`src/rtl/sseg_pkg.sv`:
```
// Shared constants and helpers for the 7-segment scan controller.
package sseg_pkg;

  localparam int NUM_DIGITS = 4;
  localparam int IDX_W      = 2;

  typedef logic [NUM_DIGITS-1:0] digit_vec_t;
  typedef logic [IDX_W-1:0]      digit_idx_t;

  // Anodes are active low, so all-ones means every digit dark.
  localparam digit_vec_t ANODE_OFF = 4'b1111;

  // One-cold select for a digit index: 0 -> 1110, 3 -> 0111.
  function automatic digit_vec_t one_cold(input digit_idx_t idx);
    return ~(digit_vec_t'(1) << idx);
  endfunction

endpackage

```
`src/rtl/sseg_scan_ctrl_if.sv`:
```
// Control/display bundle between the scan controller and its user.
// master drives enable and masks; slave (the controller) drives the display side.
interface sseg_scan_ctrl_if;
  import sseg_pkg::*;

  logic       en;
  digit_vec_t blank_mask;
  digit_vec_t dp_mask;
  digit_vec_t sel;
  digit_vec_t an;
  logic       dp;
  digit_idx_t digit_idx;
  logic       slot_tick;

  modport master (
    output en, blank_mask, dp_mask,
    input  sel, an, dp, digit_idx, slot_tick
  );

  modport slave (
    input  en, blank_mask, dp_mask,
    output sel, an, dp, digit_idx, slot_tick
  );

endinterface

```
`src/rtl/sseg_prescaler.sv`:
```
// Slot prescaler: counts 0..PRESCALE-1 while enabled and flags the wrap.
// Exposes the next-state count so the owner can register outputs that line
// up with the count that will be live in the following cycle.
module sseg_prescaler #(
  parameter int PRESCALE = 100000,
  parameter int CNT_W    = $clog2(PRESCALE)
) (
  input  logic             clk,
  input  logic             rst,
  input  logic             en_i,
  output logic [CNT_W-1:0] cnt_d_o,
  output logic             wrap_o
);

  logic [CNT_W-1:0] cnt_q, cnt_d;
  logic             wrap;

  // Next count: hold when disabled, wrap to 0 at the end of the slot.
  always_comb begin
    cnt_d = cnt_q;
    wrap  = 1'b0;
    if (en_i) begin
      if (cnt_q == CNT_W'(PRESCALE - 1)) begin
        cnt_d = '0;
        wrap  = 1'b1;
      end else begin
        cnt_d = cnt_q + CNT_W'(1);
      end
    end
  end

  // Count register.
  always_ff @(posedge clk or posedge rst) begin
    if (rst) cnt_q <= '0;
    else     cnt_q <= cnt_d;
  end

  assign cnt_d_o = cnt_d;
  assign wrap_o  = wrap;

endmodule

```
`src/rtl/sseg_scan_ctrl.sv`:
```
// 4-digit multiplexed 7-segment scan controller.
// Rotates a one-cold digit select, gates the anodes with a dead-time blank at
// the start of each slot plus per-digit blanking, and drives the decimal point.
// Every output is registered from next-state values so sel/an/dp/digit_idx
// always describe the same digit and the same prescaler count.
module sseg_scan_ctrl
  import sseg_pkg::*;
#(
  parameter  int PRESCALE = 100000,
  parameter  int DEAD     = 1000,
  localparam int CNT_W    = $clog2(PRESCALE)
) (
  input  logic             clk,
  input  logic             rst,
  sseg_scan_ctrl_if.slave  bus
);

  logic [CNT_W-1:0] cnt_d;
  logic             wrap;

  digit_idx_t digit_q, digit_d;
  digit_vec_t sel_q, sel_d;
  digit_vec_t an_q, an_d;
  logic       dp_q, dp_d;
  logic       tick_q;
  logic       dark;

  sseg_prescaler #(
    .PRESCALE (PRESCALE),
    .CNT_W    (CNT_W)
  ) u_presc (
    .clk     (clk),
    .rst     (rst),
    .en_i    (bus.en),
    .cnt_d_o (cnt_d),
    .wrap_o  (wrap)
  );

  // Next digit, select and gated anode/dp drive, all from next-state count.
  always_comb begin
    digit_d = digit_q + digit_idx_t'(wrap);
    sel_d   = one_cold(digit_d);
    // Dark while frozen, during the anti-ghosting window, or when masked.
    dark    = !bus.en || (int'(cnt_d) < DEAD) || bus.blank_mask[digit_d];
    an_d    = dark ? ANODE_OFF : sel_d;
    dp_d    = !((an_d != ANODE_OFF) && bus.dp_mask[digit_d]);
  end

  // Output and digit registers; reset leaves the display dark on digit 0.
  always_ff @(posedge clk or posedge rst) begin
    if (rst) begin
      digit_q <= '0;
      sel_q   <= one_cold('0);
      an_q    <= ANODE_OFF;
      dp_q    <= 1'b1;
      tick_q  <= 1'b0;
    end else begin
      digit_q <= digit_d;
      sel_q   <= sel_d;
      an_q    <= an_d;
      dp_q    <= dp_d;
      tick_q  <= wrap;
    end
  end

  assign bus.digit_idx = digit_q;
  assign bus.sel       = sel_q;
  assign bus.an        = an_q;
  assign bus.dp        = dp_q;
  assign bus.slot_tick = tick_q;

endmodule

```
`src/flat_wrapper.sv`:
```
// flat-port wrapper written by rule: the top's interface ports become plain ports
module sseg_scan_ctrl_flat import sseg_pkg::*;
#(
  parameter  int PRESCALE = 100000,
  parameter  int DEAD     = 1000,
  localparam int CNT_W    = $clog2(PRESCALE)
)
  (clk, rst, bus_en, bus_blank_mask, bus_dp_mask, bus_sel, bus_an, bus_dp, bus_digit_idx, bus_slot_tick);
  sseg_scan_ctrl_if bus_i ();
  input  logic clk;
  input  logic rst;
  input wire logic [$bits(bus_i.en)-1:0] bus_en;
  input wire logic [$bits(bus_i.blank_mask)-1:0] bus_blank_mask;
  input wire logic [$bits(bus_i.dp_mask)-1:0] bus_dp_mask;
  output wire logic [$bits(bus_i.sel)-1:0] bus_sel;
  output wire logic [$bits(bus_i.an)-1:0] bus_an;
  output wire logic [$bits(bus_i.dp)-1:0] bus_dp;
  output wire logic [$bits(bus_i.digit_idx)-1:0] bus_digit_idx;
  output wire logic [$bits(bus_i.slot_tick)-1:0] bus_slot_tick;
  assign bus_i.en = bus_en;
  assign bus_i.blank_mask = bus_blank_mask;
  assign bus_i.dp_mask = bus_dp_mask;
  assign bus_sel = bus_i.sel;
  assign bus_an = bus_i.an;
  assign bus_dp = bus_i.dp;
  assign bus_digit_idx = bus_i.digit_idx;
  assign bus_slot_tick = bus_i.slot_tick;
  sseg_scan_ctrl #(.PRESCALE(PRESCALE), .DEAD(DEAD)) u_core (.clk(clk), .rst(rst), .bus(bus_i));
endmodule
```
`config.mk`:
```
export PLATFORM = sky130hd
export DESIGN_NAME = sseg_scan_ctrl_flat
export DESIGN_NICKNAME = d
export VERILOG_FILES = /design/src/rtl/sseg_pkg.sv /design/src/rtl/sseg_scan_ctrl_if.sv /design/src/rtl/sseg_prescaler.sv /design/src/rtl/sseg_scan_ctrl.sv /design/src/flat_wrapper.sv
export SDC_FILE = /design/constraint.sdc
export NUM_CORES = 1
export LEC_CHECK = 0
export CAP_MARGIN = 30
export CORE_ASPECT_RATIO = 0.8
export CORE_UTILIZATION = 25
export CTS_CLUSTER_SIZE = 12
export DETAILED_ROUTE_END_ITERATION = 10
export PLACE_DENSITY = 0.47
export SLEW_MARGIN = 30
export SYNTH_ARGS = -nofsm -noshare
export SYNTH_HDL_FRONTEND = slang
export SYNTH_HIERARCHICAL = 1
export SYNTH_SLANG_ARGS = --single-unit
```
`constraint.sdc`:
```
create_clock -name clk -period 2.3 [get_ports clk]
set_clock_uncertainty 0.05 [all_clocks]
set_input_delay 0.23 -clock clk [delete_from_list [all_inputs] [get_ports clk]]
set_output_delay 0.23 -clock clk [all_outputs]
set_load 0.02 [all_outputs]
```
== Word level (Yosys, flattened, before mapping) ==
Cells that the tools add are included.

* Logic and storage cells: 28
* Register bits: 29
* Output and inout bits: 12
* Bits of input ports: 11

* Equal/unequal tests: 2
* Order comparisons: 2
* Mux-type cells: 9
* Shift operators: 1
* Add/subtract/negate cells: 2
* Reduce and logical (&&, ||, !) cells: 5
* Bitwise logic cells: 1

{| class="wikitable"
|+ Operator list
! operator !! count
|-
| 17-bit 2-to-1 mux || 2
|-
| 17-bit by 1-bit adder with 17-bit output (second input constant) || 1
|-
| 17-bit equality test (second input constant) || 1
|-
| 17-bit by 10-bit < comparator with 1-bit output (second input constant) || 1
|-
| 1-bit binary-select mux with 2-bit select || 2
|-
| 1-bit 2-to-1 mux || 4
|-
| 4-bit 2-to-1 mux || 1
|-
| 4-bit != test (second input constant) || 1
|-
| 4-bit inverter || 1
|-
| 1-bit by 2-bit << shifter with 4-bit output (first input constant) || 1
|-
| 2-bit by 3-bit < comparator with 1-bit output (second input constant) || 1
|-
| 2-bit by 1-bit adder with 2-bit output || 1
|-
| 1-bit zero test || 2
|-
| 1-bit logical OR || 2
|-
| 1-bit logical AND || 1
|}

== Longest topological paths before layout ==
Gate-level depths: netlist of the first run.

* Depth after elaboration: 11
* Mapped depth: 10
* Depth with buffers taken out: 10

== Modules after synthesis ==
Netlist of the first run, hierarchy kept.

{| class="wikitable"
|+ Modules (own cells, without submodules)
! module !! sequential area each (um2) !! instances !! cells each !! area an instance (um2)
|-
| sseg_prescaler || 425.4 || 1 || 87 || 859.6
|-
| sseg_scan_ctrl || 310.3 || 1 || 39 || 500.5
|}

== Worst setup path after synthesis of the first run ==
OpenSTA, ideal clock, no wires.

* Path kind: reg2reg
* Start: register u_core.u_presc.cnt_q[14]
* End: register u_core.dp_q (netlist: u_core/bus.dp)
* Stages on the path, launching flop included: 9
* Setup slack: -247 ps
* Data required time: 2,182 ps
* Path buffers: 1
* Clock period less this slack: 2,547 ps
* Arrival time: 2,429 ps
* Setup time: 68 ps
* Cell sequence: dfrtp_1 > or3_1 > or4_1 > nor2_1 > ha_1 > buf_2 > nand2b_2 > o221ai_2 > nand4bb_1

* Elaborated cells between the ends (all ways): 20
* Those cells by class: 2 x add/sub; 1 x order compare; 2 x eq/ne; 1 x shift; 9 x mux; 1 x bitwise; 4 x reduce/logical

{| class="wikitable"
|+ RTL lines
! element !! RTL line !! text
|-
| start: declaration || sseg_prescaler.sv:15 || <nowiki>logic [CNT_W-1:0] cnt_q, cnt_d;</nowiki>
|-
| start signal: assignment || sseg_prescaler.sv:35 || <nowiki>else cnt_q <= cnt_d;</nowiki>
|-
| 17-bit equality test || sseg_prescaler.sv:23 || <nowiki>if (cnt_q == CNT_W'(PRESCALE - 1)) begin</nowiki>
|-
| 1-bit 2-to-1 mux || sseg_prescaler.sv:23 ||
|-
| 1-bit 2-to-1 mux || sseg_prescaler.sv:22 || <nowiki>if (en_i) begin</nowiki>
|-
| named net u_core.wrap || sseg_scan_ctrl.sv:19 || <nowiki>logic wrap;</nowiki>
|-
| 2-bit by 1-bit adder with 2-bit output || sseg_scan_ctrl.sv:41 || <nowiki>digit_d = digit_q + digit_idx_t'(wrap);</nowiki>
|-
| named net u_core.digit_d[0] || sseg_scan_ctrl.sv:21 || <nowiki>digit_idx_t digit_q, digit_d;</nowiki>
|-
| 1-bit by 2-bit << shifter with 4-bit output || sseg_pkg.sv:15 || <nowiki>return ~(digit_vec_t'(1) << idx);</nowiki>
|-
| 4-bit inverter || sseg_pkg.sv:15 ||
|-
| named net u_core.sel_d[0] || sseg_scan_ctrl.sv:22 || <nowiki>digit_vec_t sel_q, sel_d;</nowiki>
|-
| 4-bit 2-to-1 mux || sseg_scan_ctrl.sv:45 || <nowiki>an_d = dark ? ANODE_OFF : sel_d;</nowiki>
|-
| 4-bit != test || sseg_scan_ctrl.sv:46 || <nowiki>dp_d = !((an_d != ANODE_OFF) && bus.dp_mask[digit_d]);</nowiki>
|-
| 1-bit logical AND || sseg_scan_ctrl.sv:46 ||
|-
| 1-bit zero test || sseg_scan_ctrl.sv:46 ||
|-
| named net u_core.dp_d || sseg_scan_ctrl.sv:24 || <nowiki>logic dp_q, dp_d;</nowiki>
|-
| end signal: assignment || sseg_scan_ctrl.sv:61 || <nowiki>dp_q <= dp_d;</nowiki>
|-
| end: declaration || sseg_scan_ctrl.sv:24 ||
|}

The timed path passes the listed nets, and every way through them passes these cells. The select of a mux whose other input is x is not followed.

== Worst setup path after layout of the first run ==
* Start: register u_core.u_presc.cnt_q[5]
* End: register u_core.an_q[1] (netlist: u_core/bus.an[1])

* Elaborated cells between the ends (all ways): 15
* Those cells by class: 2 x add/sub; 1 x order compare; 1 x eq/ne; 1 x shift; 7 x mux; 1 x bitwise; 2 x reduce/logical

{| class="wikitable"
|+ RTL lines
! element !! RTL line !! text
|-
| 17-bit equality test || sseg_prescaler.sv:23 ||
|-
| 1-bit 2-to-1 mux || sseg_prescaler.sv:23 ||
|-
| 1-bit 2-to-1 mux || sseg_prescaler.sv:22 ||
|-
| named net u_core.wrap || sseg_scan_ctrl.sv:19 ||
|-
| 2-bit by 1-bit adder with 2-bit output || sseg_scan_ctrl.sv:41 ||
|-
| 1-bit by 2-bit << shifter with 4-bit output || sseg_pkg.sv:15 ||
|-
| 4-bit inverter || sseg_pkg.sv:15 ||
|-
| named net u_core.sel_d[1] || sseg_scan_ctrl.sv:22 ||
|-
| 4-bit 2-to-1 mux || sseg_scan_ctrl.sv:45 ||
|-
| named net u_core.an_d[1] || sseg_scan_ctrl.sv:23 || <nowiki>digit_vec_t an_q, an_d;</nowiki>
|-
| end signal: assignment || sseg_scan_ctrl.sv:60 || <nowiki>an_q <= an_d;</nowiki>
|-
| end: declaration || sseg_scan_ctrl.sv:23 ||
|}

The timed path passes the listed nets, and every way through them passes these cells. The select of a mux whose other input is x is not followed.

==> results.md, run 1 <==
* Mean Syn Cell Area at 10.8 µm²
* # rows at 23
* Total CTS buffers at 5
* Main synth FF type: dfrtp_1
* Number of synthesized register bits at 29
* IO Port Bufs at 22
* # IOs at 23
* CP arrival at 2.67 ns
* Final period util at 1.10
* Asr flop ratio synth at 1.00
* WL/cell at 13.1 µm
* P_leak at 0.974 nW
* Max-slew violation count at 0
* DR DRC count at 0
* Reg2Reg Depth at 9
* Count leader, synth: dfrtp_1
* Hold Fails Final Rpt at 0
* R2r setup slk at -0.23 ns
* Crit path from: u_core/u_presc/cnt_q[5]
* Fillers at 499
* Total GRT Usage at 0.135
* Post-synth cell types at 36
* Worst slew margin at 0.533
* Area grow syn2layout at 63.6%
* Worst VDD drop at 0.000366 V
* Post-synth top cells: dfrtp_1, nand2_1, nor2_1
* DRT Pass-1 Iters at 4
* CP required at 2.44 ns
* Area after DPL at 2000 µm²
* Fin nets at 216
* Design area at 2220 µm²
* Die W at 84.5 µm
* Global-route wire length before repair at 5830 µm
* Crit path max fanout at 3
* RSZ-0062 raised after global routing: yes
* Number of setup violations in the final report at 6
* Terminus of the critical flop-to-flop path: u_core/bus.an[1]
* Post-Synthesis Cells at 126
* ANT nets after route at 0
* Worst r2r src: u_core/u_presc/cnt_q[5]
* Violated checks: setup timing
* Power per standard cell area at 590 nW/µm²
* Total Power at 1.31 mW
* Placed instance count at 252
* Diodes inserted at 0
* Largest net degree at the start of global routing at 18
* CORE AREA at 5120 µm²
* Clock-pin slew on the worst setup and hold paths at 0.07 ns
* Worst Tran Pin Value at 0.699 ns
* Starting Density at 0.266
* Syn_nets at 139
* Ratio of cells with drive above 1 in the final layout at 0.412
* Outcome: finished with violations
* Max-cap violations at 0
* DIE AREA at 5740 µm²
* Synth area leaders: dfrtp_1, dfstp_2, xnor2_1
* Via count at 1225
* Critical Path Source Type: flip-flop
* Cell type with the largest total area after synthesis: dfrtp_1
* 1st-iter DRT viols at 71
* DP HPWL at 2570 µm
* CP endpoint: u_core/bus.an[1]
* Post-synth EDFFs at 0
* CP endpoint kind: flip-flop
* Grt ovf at 0
* Worst-skew pair later-pin latency at 0.28 ns
* Die Ht at 68.0 µm
* Vias in the first global route at 1254
* CTS sink count at 29
* Crit path time final at 2.53 ns
* FMAX at 395 MHz
* Top cell type's share of synthesized area at 0.386
* Initial antenna violation count at 0
* Synthesized cell area at 1360 µm²
* H-tree depth at 2
* Sequential-to-total area share from yosys stat at 0.541
* Clock tree root buffer cell: clkbuf_8
* Hold WC Path Type: in2async
* Wirelength, routed at 3490 µm
* Via-per-instance ratio at 4.61
* CTS tree: yes
* GPL Wtd Cong at 0.820
* Synth warnings at 6
* Critical path type: reg2reg
* Clk buf depth at 2
* Final setup margin at -0.230 ns
* Final cell count without fillers at 266
## final cells by class
| class | instances | area [µm²] | area share |
|---|---|---|---|
| clock buffers | 8 | 90.1 | 0.0405 |
| repair buffers | 72 | 611 | 0.274 |
| flip-flops and latches | 29 | 736 | 0.331 |
| multi-input cells | 88 | 682 | 0.307 |
| inverters | 7 | 28.8 | 0.0129 |
| well taps | 62 | 77.6 | 0.0349 |
## registers in the layout (all words and copies together) (netlist names)
register              cells
u_core/bus.dp             1
u_core/bus.an             4
u_core/bus.slot_tick      1
u_core/bus.digit_idx      2
u_core/u_presc/cnt_q     17
u_core/bus.sel            4
## placed cells by master (no fill, tap or decap), drive strengths merged, types with 2 or more instances in the layout
cell           netlist  final
inv                  6      6
nand3                8      8
o21ai                5      5
buf                  2     50
nor2                10     10
and3                 2      2
nand4                7      7
nor3                 3      3
xnor2                8      8
or3                  5      5
nand2b               5      5
o22ai                2      2
nand2               11     11
clkdlybuf4s50        0     22
dfstp                8      8
dfrtp               21     21
nand4bb              3      3
ha                   2      2
clkbuf               0      8
or4                  2      2
nor4                 3      3
or2                  2      2
xor2                 4      4
## stage by stage
stage	hold WS (ns)	TNS [ns]	util	setup WS, ns
2_1_floorplan	0.0390	-0.136	-	-0.0481
3_3_place_gp	0.509	-1.83	0.391	-0.393
3_5_place_dp	0.504	-2.06	0.391	-0.456
4_1_cts	0.244	-1.05	0.429	-0.215
5_1_grt	0.298	-1.72	0.434	-0.329
6_report	0.239	-1.10	0.434	-0.230
## critical path: stages (launching register included)
cell and delay (ns):
dfrtp_1 0.38, or3_1 0.36, or4_4 0.53, nor2_4 0.15
buf_6 0.13, ha_4 0.14, xnor2_4 0.15, buf_6 0.15
nand2_4 0.04, or3_1 0.36
## routing by layer
| metal | wire [µm] | global-route usage | up-vias | part of all wire |
|---|---|---|---|---|
| met5 | 0 | 0 | - | 0 |
| met4 | 58 | 0.0508 | 0 | 0.017 |
| met3 | 108 | 0.0398 | 8 | 0.031 |
| met2 | 1640 | 0.210 | 21 | 0.47 |
| met1 | 1680 | 0.181 | 592 | 0.48 |
| li1 | - | - | 604 | - |
## logic make-up (layout without fill, tap and decap cells)
family	after synthesis	after routing	synth area share
buffers and inverters	9	87	0.0285
xor gates and xnor gates	12	12	0.0828
muxes	2	2	0.0239
adders and majority gates	2	2	0.0184
DFF	29	29	0.541
and+or+nand+nor	62	62	0.258
AOI/OAI and AO/OA	10	10	0.0478
## where the power goes
part | leakage, nW | switching [mW] | internal (mW)
clock network | 0.0455 | 0.183 | 0.243
registers | 0.358 | 0.0358 | 0.558
logic | 0.570 | 0.130 | 0.162
total | 0.974 | 0.349 | 0.964
## worst min path at each step
stage,depth (start not counted),slack [ns],to
after detailed placement,2,0.50,u_core/u_presc/cnt_q[12]
after CTS,2,0.24,u_core/bus.digit_idx[0]
final,2,0.24,u_core/bus.digit_idx[0]
after global routing,2,0.30,u_core/bus.digit_idx[1]
after global placement,2,0.51,u_core/u_presc/cnt_q[12]
after floorplan,1,0.04,u_core/bus.digit_idx[0]
## repair_timing
| item | CTS | global route |
|---|---|---|
| hold buffers | 0 | 0 |
| pin swaps | 14 | 3 |
| buffers inserted | 6 | 1 |
| resized for setup | 13 | 7 |
| endpoints found under the setup margin | 5 | 10 |
(Power assumes the default switching activity.)
==> run 2: changes to the inputs <==
CORE_UTILIZATION = 45   (was 25)
PLACE_DENSITY = 0.74   (was 0.47)
==> results.md, run 2 (synthesis results as in run 1) <==
* Outcome: finished with violations
* Violated checks: setup timing
* DRT Pass-1 Iters at 4 (unchanged)
* Number of setup violations in the final report at 5 (-1)
* Largest net degree at the start of global routing at 18 (unchanged)
* Hold buffers post-CTS at 0 (unchanged)
* # rows at 17 (-26%)
* Critical Path Source Type: flip-flop
* 1st-iter DRT viols at 56 (-21%)
* DP HPWL at 2580 µm (+0.45%)
* Vias in the first global route at 1356 (+8.1%)
* CORE AREA at 2810 µm² (-45%)
* Worst-skew pair later-pin latency at 0.28 ns (about the same)
* Clk buf depth at 2 (unchanged)
* Commonest non-fill, non-tap cell in the layout: buf_4
* Max FFs per register at 17 (unchanged)
* Final period util at 1.09 (-0.00560)
* Initial antenna violation count at 0 (unchanged)
* Power per standard cell area at 610 nW/µm² (+3.3%)
* Max-slew violation count at 0 (unchanged)
* Starting Density at 0.484 (+0.219)
* RSZ-0062 raised after global routing: yes
* Die Ht at 51.2 µm (-25%)
* CP arrival at 2.68 ns (about the same)
* Worst Tran Pin Value at 0.668 ns (-0.0319 ns)
* GPL Wtd Cong at 0.886 (+8.0%)
* Diodes inserted at 0 (unchanged)
* Area grow syn2layout at 63.2%
* Worst slew margin at 0.554 (+0.0213)
* Total GRT Usage at 0.272 (+0.137)
* ANT nets after route at 0 (unchanged)
* Die W at 63.5 µm (-25%)
* Biggest register: u_core/u_presc/cnt_q
* Via-per-instance ratio at 5.46 (+19%)
* Pre-CTS setup slack at -0.428 ns (+0.0284 ns)
* Most frequent cells in the layout: buf_4, clkdlybuf4s50_1, dfrtp_1
* Via count at 1299 (+6.0%)
* Clock-pin slew on the worst setup and hold paths at 0.06 ns (about the same)
* Final setup margin at -0.217 ns (+0.0129 ns)
* Crit path max fanout at 5 (+2)
* R2r setup slk at -0.22 ns (about the same)
* Placed instance count at 224 (-11%)
* Global-route wire length before repair at 6380 µm (+9.5%)
* Wirelength, routed at 4090 µm (+17%)
* CP endpoint kind: flip-flop
* Hold Fails Final Rpt at 0 (unchanged)
* CTS sink count at 29 (unchanged)
* DR DRC count at 0 (unchanged)
* Worst VDD drop at 0.000400 V (+9.2%)
* Clock tree root buffer cell: clkbuf_8
* FMAX at 397 MHz (+0.51%)
* Crit path time final at 2.52 ns (-0.0129 ns)
* IO Port Bufs at 22 (unchanged)
* Critical path type: reg2reg
* Grt ovf at 0 (unchanged)
* # IOs at 23 (unchanged)
* Fin nets at 212 (-1.9%)
* CTS tree: yes
* Hold WC Path Type: in2async
* CP required at 2.46 ns (+0.02 ns)
* P_leak at 0.991 nW (+1.7%)
* Total CTS buffers at 5 (unchanged)
* Ratio of cells with drive above 1 in the final layout at 0.445 (+0.0332)
* DIE AREA at 3250 µm² (-43%)
* WL/cell at 17.2 µm (+31%)
* Final cell count without fillers at 238 (-11%)
* Max-cap violations at 0 (unchanged)
* H-tree depth at 2 (unchanged)
-- run 2: final timing paths --
path / from / endpoint / cells after the start
setup / recovery: u_core/u_presc/cnt_q[8] / u_core/bus.dp / 8
hold / removal: rst / u_core/bus.digit_idx[0] / 2
setup reg to reg: u_core/u_presc/cnt_q[8] / u_core/bus.dp / 8
hold reg to reg: u_core/u_presc/cnt_q[11] / u_core/u_presc/cnt_q[11] / 1
max in group asynchronous: rst / u_core/u_presc/cnt_q[2] / 2
min in group clk: u_core/u_presc/cnt_q[11] / u_core/u_presc/cnt_q[11] / 1
-- run 2: layer usage --
layer / vias to the layer above / wire length [µm] / global-route usage / part of all wire
met5: - / 0 / 0 / 0
met4: 0 / 83 / 0.136 / 0.020
met3: 8 / 225 / 0.0692 / 0.055
met2: 55 / 2080 / 0.452 / 0.51
met1: 640 / 1700 / 0.331 / 0.42
li1: 596 / - / - / -
-- run 2: through the flow --
stage	hold slack (ns)	power (mW)	util	setup TNS [ns]	instance area, µm²
finish	0.252	1.35	0.791	-1.00	2220
global route	0.287	1.41	0.791	-1.37	2220
CTS	0.244	1.35	0.772	-0.748	2170
detailed placement	0.490	0.890	0.693	-1.80	1940
global placement	0.482	0.872	0.693	-1.52	1940
floorplan	0.0390	0.714	-	-0.136	1400
-- run 2: cell type report --
class | instances | area (µm²)
Clock buffer | 7 | 96.3
Multi-Input combinational cell | 88 | 721
Tap cell | 38 | 47.5
Sequential cell | 29 | 736
Timing Repair Buffer | 68 | 586
Fill cell | 156 | 588
Clock inverter | 1 | 5.00
Inverter | 7 | 28.8
-- run 2: worst max-delay path, cell delays in order, from the launching register on --
cell	delay [ns]
dfrtp_1	0.37
or3_1	0.36
or4_4	0.54
o22ai_2	0.19
nor2_2	0.07
nor4_2	0.29
nand2_1	0.16
o221ai_4	0.25
nand4bb_1	0.17
-- run 2: repair_timing --
action                                  CTS  global route
endpoints found under the hold margin     0             0
resized for setup                        15             9
setup buffers                             5             2
endpoints found under the setup margin    5             6
pin swaps                                13             8
-- run 2: where the power goes --
part / total (mW) / internal, mW / switching, mW
logic: 0.298 / 0.155 / 0.143
registers: 0.597 / 0.558 / 0.0388
clock network: 0.458 / 0.270 / 0.188
total: 1.35 / 0.983 / 0.370
